--- src/rtl/booth_mult_seq.sv ---
// Sequential radix-4 Booth multiplier: one Booth group per cycle through a shared
// recoder, accumulating into a 32-bit product returned over a valid/ready handshake.

module booth_recoder #(
  parameter int BITWIDTH = 16
) (
  input  logic [BITWIDTH-1:0] multiplicand,
  input  logic [2:0]          code,
  output logic [BITWIDTH:0]   pp,
  output logic                s
);
  logic [BITWIDTH:0] a_ext;
  logic [BITWIDTH:0] a_dbl;

  assign a_ext = {multiplicand[BITWIDTH-1], multiplicand};
  assign a_dbl = {multiplicand, 1'b0};

  // Negative codes emit the one's complement; s supplies the +1 so code 111 nets to zero.
  always_comb begin
    pp = '0;
    s  = 1'b0;
    unique case (code)
      3'b000:          begin pp = '0;     s = 1'b0; end
      3'b001, 3'b010:  begin pp = a_ext;  s = 1'b0; end
      3'b011:          begin pp = a_dbl;  s = 1'b0; end
      3'b100:          begin pp = ~a_dbl; s = 1'b1; end
      3'b101, 3'b110:  begin pp = ~a_ext; s = 1'b1; end
      3'b111:          begin pp = '1;     s = 1'b1; end
      default:         begin pp = '0;     s = 1'b0; end
    endcase
  end
endmodule

module booth_mult_seq #(
  parameter int BITWIDTH = 16
) (
  input  logic                    clk,
  input  logic                    rst,
  input  logic                    in_valid,
  output logic                    in_ready,
  input  logic [BITWIDTH-1:0]     multiplicand,
  input  logic [BITWIDTH-1:0]     multiplier,
  output logic                    out_valid,
  input  logic                    out_ready,
  output logic [2*BITWIDTH-1:0]   product,
  output logic                    busy
);
  localparam int PW = 2 * BITWIDTH;
  localparam int NGROUPS = BITWIDTH / 2;
  localparam int CW = $clog2(NGROUPS);
  localparam logic [CW-1:0] LAST_GROUP = CW'(NGROUPS - 1);

  typedef enum logic [1:0] {
    ST_IDLE = 2'd0,
    ST_RUN  = 2'd1,
    ST_DONE = 2'd2
  } state_t;

  state_t                state_q, state_d;
  logic [BITWIDTH-1:0]   a_q, a_d;
  logic [BITWIDTH:0]     b_q, b_d;
  logic [PW-1:0]         acc_q, acc_d;
  logic [CW-1:0]         cnt_q, cnt_d;
  logic [PW-1:0]         product_q, product_d;

  logic [BITWIDTH:0]     pp;
  logic                  pp_s;
  logic [PW-1:0]         pp_ext;
  logic [PW-1:0]         s_ext;
  logic [CW:0]           shamt;
  logic [PW-1:0]         acc_sum;

  booth_recoder #(.BITWIDTH(BITWIDTH)) u_recoder (
    .multiplicand (a_q),
    .code         (b_q[2:0]),
    .pp           (pp),
    .s            (pp_s)
  );

  // Each group is weighted by 4^cnt; the correction bit carries the same weight.
  assign pp_ext  = {{(PW-BITWIDTH-1){pp[BITWIDTH]}}, pp};
  assign s_ext   = {{(PW-1){1'b0}}, pp_s};
  assign shamt   = {cnt_q, 1'b0};
  assign acc_sum = acc_q + (pp_ext << shamt) + (s_ext << shamt);

  always_comb begin
    state_d   = state_q;
    a_d       = a_q;
    b_d       = b_q;
    acc_d     = acc_q;
    cnt_d     = cnt_q;
    product_d = product_q;
    unique case (state_q)
      ST_IDLE: begin
        if (in_valid) begin
          a_d     = multiplicand;
          b_d     = {multiplier, 1'b0};
          acc_d   = '0;
          cnt_d   = '0;
          state_d = ST_RUN;
        end
      end
      ST_RUN: begin
        acc_d = acc_sum;
        b_d   = {{2{b_q[BITWIDTH]}}, b_q[BITWIDTH:2]};
        cnt_d = cnt_q + CW'(1);
        if (cnt_q == LAST_GROUP) begin
          product_d = acc_sum;
          state_d   = ST_DONE;
        end
      end
      ST_DONE: begin
        if (out_ready) begin
          state_d = ST_IDLE;
        end
      end
      default: begin
        state_d = ST_IDLE;
      end
    endcase
  end

  always_ff @(posedge clk) begin
    if (rst) begin
      state_q   <= ST_IDLE;
      a_q       <= '0;
      b_q       <= '0;
      acc_q     <= '0;
      cnt_q     <= '0;
      product_q <= '0;
    end else begin
      state_q   <= state_d;
      a_q       <= a_d;
      b_q       <= b_d;
      acc_q     <= acc_d;
      cnt_q     <= cnt_d;
      product_q <= product_d;
    end
  end

  assign in_ready  = (state_q == ST_IDLE);
  assign out_valid = (state_q == ST_DONE);
  assign busy      = (state_q != ST_IDLE);
  assign product   = product_q;
endmodule

--- config.mk ---
export PLATFORM = sky130hd
export DESIGN_NAME = booth_mult_seq
export DESIGN_NICKNAME = d
export VERILOG_FILES = /design/src/rtl/booth_mult_seq.sv
export SDC_FILE = /design/constraint.sdc
export NUM_CORES = 1
export LEC_CHECK = 0
export CORE_ASPECT_RATIO = 0.6
export CORE_MARGIN = 10
export CORE_UTILIZATION = 55
export DETAILED_ROUTE_END_ITERATION = 10
export PLACE_DENSITY = 0.77
export REMOVE_ABC_BUFFERS = 1
export SLEW_MARGIN = 0
export SYNTH_ARGS = -nofsm -noshare
export SYNTH_HDL_FRONTEND = slang
export SYNTH_SLANG_ARGS = --single-unit
export TNS_END_PERCENT = 10
--- constraint.sdc ---
create_clock -name clk -period 7.46 [get_ports clk]
set_input_delay 0.746 -clock clk [delete_from_list [all_inputs] [get_ports clk]]
set_output_delay 0.746 -clock clk [all_outputs]
set_load 0.01 [all_outputs]
[After elaboration in Yosys (flattened, before gate mapping)]
Cells that the tools add are included.
Operators by class
  add/sub/neg operators: 3
  $mul: 0
  div/mod/pow operators: 0
  magnitude comparators: 0
  equality and inequality tests: 13
  shifts and indexed selects: 2
  multiplexer cells: 12
  bitwise operators: 3
  reductions and logical operators: 13
Operator list (number)
  $pmux W17 S6: 1
  $add A32 B32 Y32: 2
  $pmux W32 S2: 1
  $not A17 Y17: 2
  $pmux W17 S2: 1
  $mux W32: 1
  $shl A1 B4 Y32: 1
  $shl A32 B4 Y32: 1
  $mux W17: 1
  $eq A3 B3 Y1 const B: 5
  $reduce_or A4 Y1: 2
  $eq A3 B2 Y1 const B: 2
  $mux W2: 3
  $pmux W2 S3: 1
  $pmux W3 S2: 1
  $reduce_and A2 Y1: 3
  $reduce_and A3 Y1: 2
  $ne A2 B2 Y1 const B: 2
  $reduce_bool A2 Y1: 2
  $reduce_or A2 Y1: 2
  $add A3 B1 Y3 const B: 1
  $eq A3 B1 Y1 const B: 1
  $logic_not A3 Y1: 1
  $mux W3: 1
  6 further kinds: 6
Word-level totals
  register bits: 102
  bits in latches: 0
  RAM bits: 0
  ROM bits: 0
  input port bits: 36
  output and inout port bits: 35
  word-level logic and storage cells: 53
  memories kept: 0

[Depth between registers and ports, before layout]
  depth after elaboration: 7
  depth in mapped cells: 19
  mapped depth without buffers: 17

[Hierarchy]
From an unflattened synthesis, not the netlist that was laid out.
Unflattened totals
  cells, all modules: 1000
  area total of the unflattened synthesis: 7603.5 sq um
By module, submodules not included
  booth_mult_seq: instances 1, cells each 883, area an instance 6774.0 sq um, sequential area each 2042.0 sq um
  booth_recoder: instances 1, cells each 117, area an instance 829.5 sq um, sequential area each 0.0 sq um

[Least setup slack after synthesis]
No wires, ideal clock.
  path kind: reg-to-reg
  start: register b_q[1]
  end: register product_q[29] (netlist: product[29])
  library setup time: 0.115 ns
  data arrival time: 3.920 ns
  required time: 7.345 ns
  slack: 3.424 ns
  stages on the path, launching flop included: 20
  buffers on the path: 3
  clock period less this slack: 4.036 ns
  cell sequence: dfxtp_1 -> buf_2 -> buf_2 -> buf_4 -> a21oi_1 -> o21ai_0 -> o21ai_0 -> mux2i_1 -> mux2i_1 -> or2_2 -> fa_1 -> inv_1 -> ha_1 -> o211a_1 -> and3_4 -> a221oi_4 -> a21oi_2 -> o31ai_2 -> xnor2_1 -> a31o_1
On the way
  longest elaborated chain between the ends: 6
  elaborated cells between the ends (all ways): 18
  classes of those cells: add/sub: 2; eq/ne: 7; shift: 2; mux: 2; reduce/logical: 5
RTL lines
  start: declaration: RTL line 61  | logic [BITWIDTH:0] b_q, b_d;
  start signal: assignment: RTL line 127  | b_q <= '0;
  start signal: assignment: RTL line 134  | b_q <= b_d;
  $eq A3 B3 Y1, or another cell as far along: RTL line 22  | unique case (code)
  $reduce_or A2 Y1, on equally long branches
  $pmux W17 S6: RTL line 22
  $shl A32 B4 Y32: RTL line 84  | assign acc_sum = acc_q + (pp_ext << shamt) + (s_ext << shamt);
  $add A32 B32 Y32: RTL line 84
  $add A32 B32 Y32 *: RTL line 84
  end signal: assignment: RTL line 137  | product_q <= product_d;
  end: declaration: RTL line 64  | logic [PW-1:0] product_q, product_d;
Mark *: on every way between the ends. The rest lies on a longest branch, timed or not.
A chain may end at the register's enable or synchronous reset.

[Worst setup path in the final report]
  start: register b_q[0]
  end: register product_q[30] (netlist: product[30])
Same word-level chain as after synthesis.

==> qor.txt <==
Area grow syn2layout: 12.82%
Worst-Skew Late Latency: 0.36 ns
Number of synthesized flops with an enable pin: 0
Simple-gate share of the synthesized area: 0.2341
Worst setup margin: 1.759 ns
Crit path largest cell delay: 1.05 ns
Post-layout minimum cycle time: 5.701 ns
Final setup viols: 0
Most common cell in the netlist: nand2_1
CTS tree: built
Die Ht: 111.4 um
Library cells used by synthesis: 72
Root buf cell: clkbuf_16
Post-DP HPWL: 16.40 mm
Critical path arrival: 5.96 ns
Synth top area cells: dfxtp_1 27%, ha_1 9.0%, nand2_1 8.7%
Leading area contributor after synthesis: dfxtp_1
Vias per inst: 6.140
Synth Area in Adders: 0.1147
R2r setup slk: 1.76 ns
Tightest Pin Transition: 1.139 ns
Status: complete, no violations
Worst Skew: 0.01291 ns
Layout Nets: 1151
Final Cell Area: 0.008642 mm2
DR WL met2: 8.252 mm
Syn_area_per_cell: 7.430 um2
Setup repair after global routing missed its margin: false
RePlAce Congestion: 0.9972
Initial Utilization: 0.5622
Overall Global Routing Usage: 0.2247
Pin count of the biggest net entering global routing: 79
Delay-heaviest family, CP: compound AO/OA/AOI/OAI gates
Post-synthesis mux area share: 0.04508
Sequential element share of the synthesized area: 0.2666
Hold_buf cts: 0
DRT Pass-1 Iters: 6
Max Fclk: 0.1754 GHz
Yosys top cell area share: 0.2666
Core ar.: 0.01363 mm2
Number of diodes: 0
Via count: 7558
Setup Fix Bufs, Post-CTS: 0
DRC Markers: 0
DR top layer: met4
Global-route wire length before repair: 35.26 mm
Critical Path RT: 7.72 ns
Maximum root-to-sink buffer count: 2
Initial antenna violation count: 0
Vias in the first global route: 6570
Ys flop type: dfxtp_1
Pwr dens: 170.3 mW/mm2
CTS sink cnt: 102
Max Slew Vio Count: 0
Crit path max fanout: 34
Post-CTS resize count: 0
Cells after Synth: 1031
CP endpoint: product[30]
GR Overflow Total: 0
Critical path endpoint category: flip-flop
Critical-path top delay cell: dfxtp_1
Area post-placement: 0.008368 mm2
Reg-to-Reg Start: b_q[0]
Max-Cap Viols: 0
Seq cells post-synth: 102
Layout cells sized above 1: 0.05871
Hold Path Class: reg2reg
Worst path depth: 16
Worst setup path startpoint: b_q[0]
Die Area: 0.01920 mm2
Setup crit start kind: flip-flop
Clk slew on worst S/H paths: 0.08 ns
Die Wd: 172.4 um
Compound-Gate Fraction of Synth Area: 0.2568
CP Class: reg2reg
Rows: 33
Final Cycle Share: 0.7642
XOR/XNOR share of the synthesized area: 0.03202
Peak VDD IR: 0.09619 mV
WHS: 0.4594 ns
Ys Warns: 0
FF-to-FF path depth: 16
Top post-synthesis cells by count: 177 x nand2_1, 115 x a21oi_1, 102 x dfxtp_1
Final hold viol count: 0
Reg2Reg Capture Point: product[30]
P_leak: 3.388 nW
# IOs: 71
Setup TNS Final: 0 ns
Main combinational cell family by area after synthesis: compound AO/OA/AOI/OAI gates
Ys async rst share: 0
DRT iter0 DRCs: 869
Relative slew slack: 0.2404
CP Buf/Inv Count: 1
M1 wire length: 11.14 mm
Detail Route Antenna Nets: 0
CP Cell Sequence: buf_4 > a21oi_1 > o21a_1 > a211oi_1 > mux2_2 > mux2i_1 > o21ai_0 > fa_1 > ha_1 > and3_4 > and4_1 > o21ai_2 > a2111oi_1 > a211oi_1 > mux2i_1 > a31o_1
Met3 routed WL: 2.586 mm
Average routed wire per standard cell: 18.00 um
Setup slack at placement: 1.857 ns
Total CTS buffers: 9
Mapped Area: 0.007660 mm2
H-Tree Depth: 3
Total wire length: 22.16 mm
Port bufs: 70
-- logic make-up after synthesis --
family	after synthesis
flip-flops	102
buffers and inverters	94
adder cells (fa/ha/maj)	65
AO/OA/AOI/OAI	312
AND/OR/NAND/NOR	396
XOR/XNOR	28
multiplexers	34
-- cell type report --
type	count	area, um2
Clock inverter	6	43.79
Multi-Input combinational cell	835	5235
Inverter	19	71.32
Clock buffer	10	229.0
Sequential cell	102	2043
Timing Repair Buffer	84	800.8
Fill cell	1236	4984
Tap cell	175	219.0
-- worst min path at each step --
stage          slack [ns]         from  depth (start not counted)     endpoint
2_1_floorplan        0.43    acc_q[16]                          2    acc_q[16]
3_3_place_gp         0.45   product[1]                          2   product[1]
3_5_place_dp         0.45   product[6]                          2   product[6]
4_1_cts              0.46  product[12]                          2  product[12]
5_1_grt              0.48   product[5]                          2   product[5]
6_report             0.46   product[5]                          2   product[5]
-- placed cells by master (no fill, tap or decap), types with 16 or more instances in the layout --
cell,synthesis,routed
ha_1,55,55
nor2_1,101,100
o21a_1,16,16
nand3_1,30,30
clkdlybuf4s50_1,0,69
nand2_1,177,177
a211oi_1,25,25
inv_1,17,17
a21oi_1,115,115
mux2i_1,30,30
xor2_1,19,19
dfxtp_1,102,101
o21ai_0,63,63
-- worst reg2reg max path, stage by stage, from the launching register on --
cell and delay, ns:
dfxtp_1 1.05, buf_4 0.31, a21oi_1 0.05, o21a_1 0.22, a211oi_1 0.28, mux2_2 0.24, mux2i_1 0.09, o21ai_0 0.33
fa_1 0.48, ha_1 0.45, and3_4 0.26, and4_1 0.21, o21ai_2 0.08, a2111oi_1 0.93, a211oi_1 0.23, mux2i_1 0.19
a31o_1 0.19
-- per-layer routing --
layer / GRT usage / vias up
met1: 0.3513 / 3496
met5: 0 / -
met3: 0.08501 / 19
li1: - / 3735
met2: 0.2775 / 308
met4: 0.03890 / 0
-- power by group --
group	internal (W)	switching, W	leakage (nW)
clock network	0.000229	0.000228	0.134
logic	0.000155	0.000255	2.42
registers	0.000569	0.0000351	0.831
total	0.000954	0.000518	3.39
-- metrics by stage --
step / power (W) / util / instances
floorplan: 0.0008843 / - / 956
CTS: 0.001466 / 0.6342 / 1231
finish: 0.001472 / 0.6343 / 1231
detailed placement: 0.001012 / 0.6141 / 1215
global placement: 0.001008 / 0.6141 / 1215
global route: 0.001549 / 0.6343 / 1231
-- state kept, by name (all words and copies together), names as in the netlist --
name     count
state_q      2
product     32
cnt_q        3
acc_q       32
b_q         17
a_q         16
Power figures use the tool's default switching activity.
